<file path="src/rtl/pipeline_hazard_ctrl_pkg.sv">
// Shared definitions for the pipeline hazard controller.
// Opcode/func values match the main decoder; the control vector type bundles
// the four pipeline-register controls so each output case is one constant.
package pipeline_hazard_ctrl_pkg;

  localparam logic [5:0] OpRtype = 6'd0;
  localparam logic [5:0] OpJ     = 6'd2;
  localparam logic [5:0] OpJal   = 6'd3;
  localparam logic [5:0] OpBeq   = 6'd4;
  localparam logic [5:0] OpBne   = 6'd5;
  localparam logic [5:0] OpSw    = 6'd43;
  localparam logic [5:0] OpStop  = 6'd63;
  localparam logic [5:0] FuncJr  = 6'd8;

  typedef enum logic [1:0] {
    StRun   = 2'd0,
    StDrain = 2'd1,
    StHalt  = 2'd2
  } state_e;

  typedef struct packed {
    logic pc_en;
    logic ifid_en;
    logic ifid_flush;
    logic idex_flush;
  } ctrl_t;

  // Normal advance.
  localparam ctrl_t CtrlRun    = 4'b1100;
  // Freeze PC and IF/ID, inject a bubble into ID/EX (stall, STOP, drain, halt).
  localparam ctrl_t CtrlBubble = 4'b0001;
  // Taken branch: refetch from target, kill both younger instructions.
  localparam ctrl_t CtrlSquash = 4'b1111;
  // Jump in ID: the fetched slot is wrong-path, the jump itself proceeds.
  localparam ctrl_t CtrlJump   = 4'b1110;
  // Held during reset: nothing advances, both registers hold bubbles.
  localparam ctrl_t CtrlReset  = 4'b0011;

  // Instructions whose rt field is a source operand.
  function automatic logic uses_rt(input logic [5:0] op);
    return (op == OpRtype) || (op == OpBeq) || (op == OpBne) || (op == OpSw);
  endfunction

endpackage

</file>
<file path="src/rtl/pipeline_hazard_ctrl_if.sv">
// Bundle between the pipeline datapath (master) and the hazard controller (slave).
// Master drives the ID/EX instruction fields; slave returns register enables,
// flushes, halt status and performance counters.
interface pipeline_hazard_ctrl_if #(
  parameter int unsigned CNT_W = 32
);
  logic [5:0]       id_opcode;
  logic [5:0]       id_func;
  logic [4:0]       id_rs;
  logic [4:0]       id_rt;
  logic             ex_regwrite;
  logic             ex_mem2reg;
  logic [4:0]       ex_rt;
  logic             ex_branch_taken;
  logic             pc_en;
  logic             ifid_en;
  logic             ifid_flush;
  logic             idex_flush;
  logic             halted;
  logic [CNT_W-1:0] cycle_count;
  logic [CNT_W-1:0] stall_count;

  modport master (
    output id_opcode, id_func, id_rs, id_rt,
    output ex_regwrite, ex_mem2reg, ex_rt, ex_branch_taken,
    input  pc_en, ifid_en, ifid_flush, idex_flush, halted, cycle_count, stall_count
  );

  modport slave (
    input  id_opcode, id_func, id_rs, id_rt,
    input  ex_regwrite, ex_mem2reg, ex_rt, ex_branch_taken,
    output pc_en, ifid_en, ifid_flush, idex_flush, halted, cycle_count, stall_count
  );
endinterface

</file>
<file path="src/rtl/pipeline_hazard_ctrl_sat_counter.sv">
// Saturating up-counter used for performance statistics.
// Ports: clk, reset (async, active-high), inc_i (count this cycle),
//        clr_i (synchronous clear, wins over inc_i), count_o (current value).
module sat_counter #(
  parameter int unsigned Width = 32
) (
  input  logic             clk,
  input  logic             reset,
  input  logic             inc_i,
  input  logic             clr_i,
  output logic [Width-1:0] count_o
);

  logic [Width-1:0] count_q, count_d;

  always_comb begin
    count_d = count_q;
    if (clr_i) begin
      count_d = '0;
    end else if (inc_i && (count_q != '1)) begin
      count_d = count_q + Width'(1);
    end
  end

  always_ff @(posedge clk or posedge reset) begin
    if (reset) begin
      count_q <= '0;
    end else begin
      count_q <= count_d;
    end
  end

  assign count_o = count_q;

endmodule

</file>
<file path="src/rtl/pipeline_hazard_ctrl.sv">
// Pipeline sequencing controller: load-use stalls, taken-branch squash, jump
// redirect and the STOP drain/halt sequence, plus cycle/stall counters.
// Ports: clk, reset (async, active-high), bus (slave modport): ID/EX fields in,
//        pc_en / ifid_en / ifid_flush / idex_flush / halted / counters out.
// Control outputs are combinational from state and inputs; state is registered.
module pipeline_hazard_ctrl
  import pipeline_hazard_ctrl_pkg::*;
#(
  parameter int unsigned DRAIN_CYCLES = 4,
  parameter int unsigned CNT_W        = 32
) (
  input  logic                  clk,
  input  logic                  reset,
  pipeline_hazard_ctrl_if.slave bus
);

  localparam int unsigned DrainW = $clog2(DRAIN_CYCLES + 1);

  state_e            state_q;
  logic [DrainW-1:0] drain_cnt_q;

  logic  is_stop, is_jal_j, jump_id, load_use;
  logic  stall_inc, cycle_inc, stop_go;
  ctrl_t ctrl;

  // Hazard decode.
  always_comb begin
    is_stop  = (bus.id_opcode == OpStop);
    is_jal_j = (bus.id_opcode == OpJ) || (bus.id_opcode == OpJal);
    jump_id  = is_jal_j || ((bus.id_opcode == OpRtype) && (bus.id_func == FuncJr));
    load_use = bus.ex_regwrite && bus.ex_mem2reg && (bus.ex_rt != 5'd0) &&
               ((bus.ex_rt == bus.id_rs) ||
                (uses_rt(bus.id_opcode) && (bus.ex_rt == bus.id_rt))) &&
               !is_stop && !is_jal_j;
  end

  // Output selection by priority.
  always_comb begin
    ctrl      = CtrlBubble;
    stall_inc = 1'b0;
    stop_go   = 1'b0;
    if (reset) begin
      ctrl = CtrlReset;
    end else begin
      unique case (state_q)
        StRun: begin
          if (bus.ex_branch_taken) begin
            ctrl = CtrlSquash;
          end else if (load_use) begin
            ctrl      = CtrlBubble;
            stall_inc = 1'b1;
          end else if (is_stop) begin
            ctrl    = CtrlBubble;
            stop_go = 1'b1;
          end else if (jump_id) begin
            ctrl = CtrlJump;
          end else begin
            ctrl = CtrlRun;
          end
        end
        // A branch cannot be in EX behind a STOP, so ex_branch_taken is ignored.
        StDrain, StHalt: ctrl = CtrlBubble;
        default:         ctrl = CtrlBubble;
      endcase
    end
  end

  // The STOP cycle itself issues the first bubble, so DRAIN spans
  // DRAIN_CYCLES-1 cycles and the counter is loaded one short.
  always_ff @(posedge clk or posedge reset) begin
    if (reset) begin
      state_q     <= StRun;
      drain_cnt_q <= '0;
    end else begin
      unique case (state_q)
        StRun: begin
          if (stop_go) begin
            state_q     <= (DRAIN_CYCLES > 1) ? StDrain : StHalt;
            drain_cnt_q <= DrainW'(DRAIN_CYCLES - 1);
          end
        end
        StDrain: begin
          drain_cnt_q <= drain_cnt_q - DrainW'(1);
          if (drain_cnt_q <= DrainW'(1)) begin
            state_q <= StHalt;
          end
        end
        StHalt:  state_q <= StHalt;
        default: state_q <= StRun;
      endcase
    end
  end

  assign cycle_inc = !reset && (state_q != StHalt);

  sat_counter #(
    .Width (CNT_W)
  ) u_cycle_cnt (
    .clk     (clk),
    .reset   (reset),
    .inc_i   (cycle_inc),
    .clr_i   (1'b0),
    .count_o (bus.cycle_count)
  );

  sat_counter #(
    .Width (CNT_W)
  ) u_stall_cnt (
    .clk     (clk),
    .reset   (reset),
    .inc_i   (stall_inc),
    .clr_i   (1'b0),
    .count_o (bus.stall_count)
  );

  assign bus.pc_en      = ctrl.pc_en;
  assign bus.ifid_en    = ctrl.ifid_en;
  assign bus.ifid_flush = ctrl.ifid_flush;
  assign bus.idex_flush = ctrl.idex_flush;
  assign bus.halted     = (state_q == StHalt);

endmodule

</file>
<file path="src/flat_wrapper.sv">
// flat-port wrapper written by rule: the top's interface ports become plain ports
module pipeline_hazard_ctrl_flat import pipeline_hazard_ctrl_pkg::*;
#(
  parameter int unsigned DRAIN_CYCLES = 4,
  parameter int unsigned CNT_W        = 32
)
  (clk, reset, bus_id_opcode, bus_id_func, bus_id_rs, bus_id_rt, bus_ex_regwrite, bus_ex_mem2reg, bus_ex_rt, bus_ex_branch_taken, bus_pc_en, bus_ifid_en, bus_ifid_flush, bus_idex_flush, bus_halted, bus_cycle_count, bus_stall_count);
  pipeline_hazard_ctrl_if #(.CNT_W(CNT_W)) bus_i ();
  input  logic clk;
  input  logic reset;
  input wire logic [$bits(bus_i.id_opcode)-1:0] bus_id_opcode;
  input wire logic [$bits(bus_i.id_func)-1:0] bus_id_func;
  input wire logic [$bits(bus_i.id_rs)-1:0] bus_id_rs;
  input wire logic [$bits(bus_i.id_rt)-1:0] bus_id_rt;
  input wire logic [$bits(bus_i.ex_regwrite)-1:0] bus_ex_regwrite;
  input wire logic [$bits(bus_i.ex_mem2reg)-1:0] bus_ex_mem2reg;
  input wire logic [$bits(bus_i.ex_rt)-1:0] bus_ex_rt;
  input wire logic [$bits(bus_i.ex_branch_taken)-1:0] bus_ex_branch_taken;
  output wire logic [$bits(bus_i.pc_en)-1:0] bus_pc_en;
  output wire logic [$bits(bus_i.ifid_en)-1:0] bus_ifid_en;
  output wire logic [$bits(bus_i.ifid_flush)-1:0] bus_ifid_flush;
  output wire logic [$bits(bus_i.idex_flush)-1:0] bus_idex_flush;
  output wire logic [$bits(bus_i.halted)-1:0] bus_halted;
  output wire logic [$bits(bus_i.cycle_count)-1:0] bus_cycle_count;
  output wire logic [$bits(bus_i.stall_count)-1:0] bus_stall_count;
  assign bus_i.id_opcode = bus_id_opcode;
  assign bus_i.id_func = bus_id_func;
  assign bus_i.id_rs = bus_id_rs;
  assign bus_i.id_rt = bus_id_rt;
  assign bus_i.ex_regwrite = bus_ex_regwrite;
  assign bus_i.ex_mem2reg = bus_ex_mem2reg;
  assign bus_i.ex_rt = bus_ex_rt;
  assign bus_i.ex_branch_taken = bus_ex_branch_taken;
  assign bus_pc_en = bus_i.pc_en;
  assign bus_ifid_en = bus_i.ifid_en;
  assign bus_ifid_flush = bus_i.ifid_flush;
  assign bus_idex_flush = bus_i.idex_flush;
  assign bus_halted = bus_i.halted;
  assign bus_cycle_count = bus_i.cycle_count;
  assign bus_stall_count = bus_i.stall_count;
  pipeline_hazard_ctrl #(.DRAIN_CYCLES(DRAIN_CYCLES), .CNT_W(CNT_W)) u_core (.clk(clk), .reset(reset), .bus(bus_i));
endmodule
</file>
<file path="config.mk">
export PLATFORM = sky130hd
export DESIGN_NAME = pipeline_hazard_ctrl_flat
export DESIGN_NICKNAME = d
export VERILOG_FILES = /design/src/rtl/pipeline_hazard_ctrl_pkg.sv /design/src/rtl/pipeline_hazard_ctrl_if.sv /design/src/rtl/pipeline_hazard_ctrl_sat_counter.sv /design/src/rtl/pipeline_hazard_ctrl.sv /design/src/flat_wrapper.sv
export SDC_FILE = /design/constraint.sdc
export NUM_CORES = 1
export LEC_CHECK = 0
export CAP_MARGIN = 20
export CELL_PAD_IN_SITES_DETAIL_PLACEMENT = 1
export CELL_PAD_IN_SITES_GLOBAL_PLACEMENT = 2
export CORE_UTILIZATION = 30
export DETAILED_ROUTE_END_ITERATION = 10
export GPL_TIMING_DRIVEN = 0
export PLACE_DENSITY = 0.84
export RECOVER_POWER = 25
export SYNTH_ARGS = -nofsm -noshare
export SYNTH_HDL_FRONTEND = slang
export SYNTH_SLANG_ARGS = --single-unit
</file>
<file path="constraint.sdc">
create_clock -name clk -period 2.9 [get_ports clk]
set_input_delay 0.29 -clock clk [delete_from_list [all_inputs] [get_ports clk]]
set_output_delay 0.29 -clock clk [all_outputs]
set_load 0.02 [all_outputs]
</file>
==> impl_metrics.tcl <==
set metrics [dict create \
    setup_slack_ns 0.163 \
    startpoint_type "primary input" \
    area_delta_synth_final_pct 41.5 \
    rows 40 \
    drt_wl_total_um 9930 \
    max_freq_ghz 0.365 \
    min_path_cells 1 \
    antenna_found_initial 0 \
    cts_num_sinks 69 \
    cp_num_buf_inv 3 \
    holdCritPathClass "flip-flop to flip-flop" \
    worst-slew-pin-transition_ns 1.53 \
    synth.avg_cell_area_um2 10.5 \
    status "complete, but fails checks" \
    path_clk_slew_ns 0.05 \
    cp.arrival_ns 2.45 \
    period_share_pct 94.4 \
    rsz0062_at_grt "no" \
    drv_cap 1 \
    critPathKind "primary input to output port" \
    place.gp.congestion 0.781 \
    vias 3094 \
    crit_chain "clkdlybuf4s50_1 > or4_1 > o211ai_1 > a21oi_2 > nor2_1 > o211a_1 > buf_4 > dlygate4sd2_1" \
    async_reset_ff_share_pct 100 \
    synthesis.nets 394 \
    worst_skew_pair.late_latency_ns 0.34 \
    synth_flop_cell "dfrtp_1" \
    drive_gt1_share_pct 9.07 \
    clockRootBuffer "clkbuf_16" \
    syn-cell-area_um2 3710 \
    drc 0 \
    cp_max_fo 3 \
    via_per_inst 4.98 \
    r2r_end "u_core.u_stall_cnt.count_o[24]$_DFFE_PP0P_" \
    r2r_setup_slack_ns 0.41 \
    dpl.hpwl_um 7570 \
    slew_headroom_pct -1.73 \
    dr.pass1.iters 4 \
    leakagePower_nw 2.18 \
    fin_worst_skew_ns 0.00861 \
    setup-violations-final 0 \
    synth-edff-count 0 \
    r2r-start "u_core.state_q[0]$_DFFE_PP0P_" \
    port_buffers 100 \
    drt_iter0_markers 99 \
    die-width_um 113 \
    num_antenna_cells 0 \
    grt_pass1_wl_um 17200 \
    dieArea_um2 12800 \
    wl_per_cell_um 16.0 \
    yosysSeqAreaShare_pct 46.6 \
    grt_start_max_net_pins 29 \
    r2r_cells 9 \
    finalPower_mw 2.88 \
    syn_inst 354 \
    cp.required_ns 2.61 \
    failed_checks "capacitance limit, slew limit" \
    grt_pass1_vias 3445 \
    critPathCaptureType "output port" \
    ir_drop_uv 257 \
    cts_made_buffers 9 \
    utilization_pct 43.6 \
    crit_family "buffers and inverters" \
    power_density_nw_per_um2 549 \
    yosysUniqueCellTypes 52 \
    hold_viol 0 \
    pre_cts_slack_ns -0.495 \
    worst_path_max_delay_cell "or4_1" \
    gr-usage-all-layers_pct 17.1 \
    yosysWarnings 0 \
    core_um2 12000 \
    drtAntennaViolNets 0 \
    final_nets 509 \
    min_to "u_core.u_cycle_cnt.count_o[6]$_DFFE_PP0P_" \
    cts_max_path_buffers 2 \
    cts_tree "built" \
    h-tree-depth 3 \
    maxSlewViolCount 29 \
    worstHoldStart "u_core.u_cycle_cnt.count_o[6]$_DFFE_PP0P_" \
    fillers 1369 \
    initial_core_util_pct 30.9 \
    fin_crit_ns 2.74 \
    gr-total-overflow 0 \
    io_pins 101 \
    cpPeakStageDelay_ns 0.54 \
    fin_setup_tns_ns 0 \
    ys_ff_latch 69 \
    fp.dieH_um 113 \
]
[power by group]
part / total, mW / switching [mW] / internal (mW)
clock: 1.09 / 0.403 / 0.686
sequential: 1.13 / 0.0866 / 1.04
combinational: 0.661 / 0.341 / 0.319
total: 2.88 / 0.831 / 2.05
[state kept, by name (all words and copies together) (netlist names)]
signal / cells
u_core.u_stall_cnt.count_o: 32
u_core.state_q: 2
u_core.u_cycle_cnt.count_o: 32
u_core.drain_cnt_q: 3
[repair_timing]
item	CTS	global route
endpoints found under the setup margin	4	3
buffers inserted	1	0
resized for setup	5	3
hold buffers	0	0
cloned	1	0
pin swaps	1	0
[per-layer routing]
metal  share of wire [%]  vias to the layer above  track usage, %
met1                  44                     1522            20.1
met4                 1.2                        0            5.79
met3                 4.8                        9            4.55
met5                   0                        -               0
met2                  50                       77            30.1
li1                    -                     1486               -
[how the worst max path moves through the flow]
stage                                                to         start  cells past startpoint
after floorplan           u_core.state_q[0]$_DFFE_PP0P_         reset                      5
after global placement    u_core.state_q[0]$_DFFE_PP0P_         reset                      6
after detailed placement                 bus_ifid_flush  bus_ex_rt[0]                      7
after CTS                                bus_idex_flush  bus_ex_rt[3]                      8
after global routing                     bus_ifid_flush  bus_ex_rt[0]                      7
final                                         bus_pc_en  bus_ex_rt[0]                      8
[synthesized netlist by cell type (2+ instances only)]
cell type  number  area, µm²
a21oi_1         4       20.0
and2_1          6       37.5
and3_1         13       81.3
and4_1          9       78.8
buf_2           2       10.0
buf_6           2       22.5
clkbuf_1        3       11.3
dfrtp_1        69       1730
ha_1            8        100
inv_1          13       48.8
mux2_2          3       33.8
nand2_1        23       86.3
nand3_1        29        145
nand4_1        24        150
nor2_1         22       82.6
nor2b_1         2       12.5
nor3_1          6       30.0
nor4_1          4       25.0
o211ai_1        3       22.5
o21ai_0         3       15.0
or2_2           2       12.5
or3_1           2       12.5
or4_1           3       22.5
xnor2_1        47        412
xor2_1         25        219
[cell usage in the layout, fill, tap and decap left out, drive strengths merged, types with 2 or more instances in the layout]
master	instances
clkdlybuf4s50	95
dfrtp	69
xnor2	47
nand3	31
xor2	25
nand4	24
nand2	23
nor2	22
clkbuf	15
and3	13
inv	12
and4	10
ha	8
buf	8
nor3	6
and2	6
nor4	5
a21oi	4
mux2	4
o21ai	4
o211ai	3
or4	3
dlygate4sd2	3
clkinvlp	3
or3	2
or2	2
nor2b	2
clkinv	2
a2111oi	2
o22ai	2
nor3b	2
[cells by family after synthesis]
logic type	after synthesis	share of synthesized area, %
flops	69	46.6
compound gates	22	5.23
fa+ha+maj	8	2.70
simple gates	157	24.3
buf+inv	21	2.70
mux	5	1.49
xor+xnor	72	17.0
[per-stage QoR]
step                cells  cell area (µm²)  hold slack [ns]
finish                621             5240            0.490
global route          621             5240            0.506
CTS                   621             5250            0.490
detailed placement    603             4940            0.483
global placement      601             4890            0.476
floorplan             354             3710            0.462
[layout make-up]
type	instances	area (µm²)	share of cell area, %
buffer	8	52.6	1.00
clock buffer	12	246	4.70
clock inverter	4	47.5	0.907
inverter	13	52.6	1.00
multi-input combinational	264	1890	36.0
sequential	69	1730	32.9
tap	147	184	3.51
timing repair buffer	103	1040	19.8
timing repair inverter	1	5.00	0.0955
(Power assumes the default switching activity.)
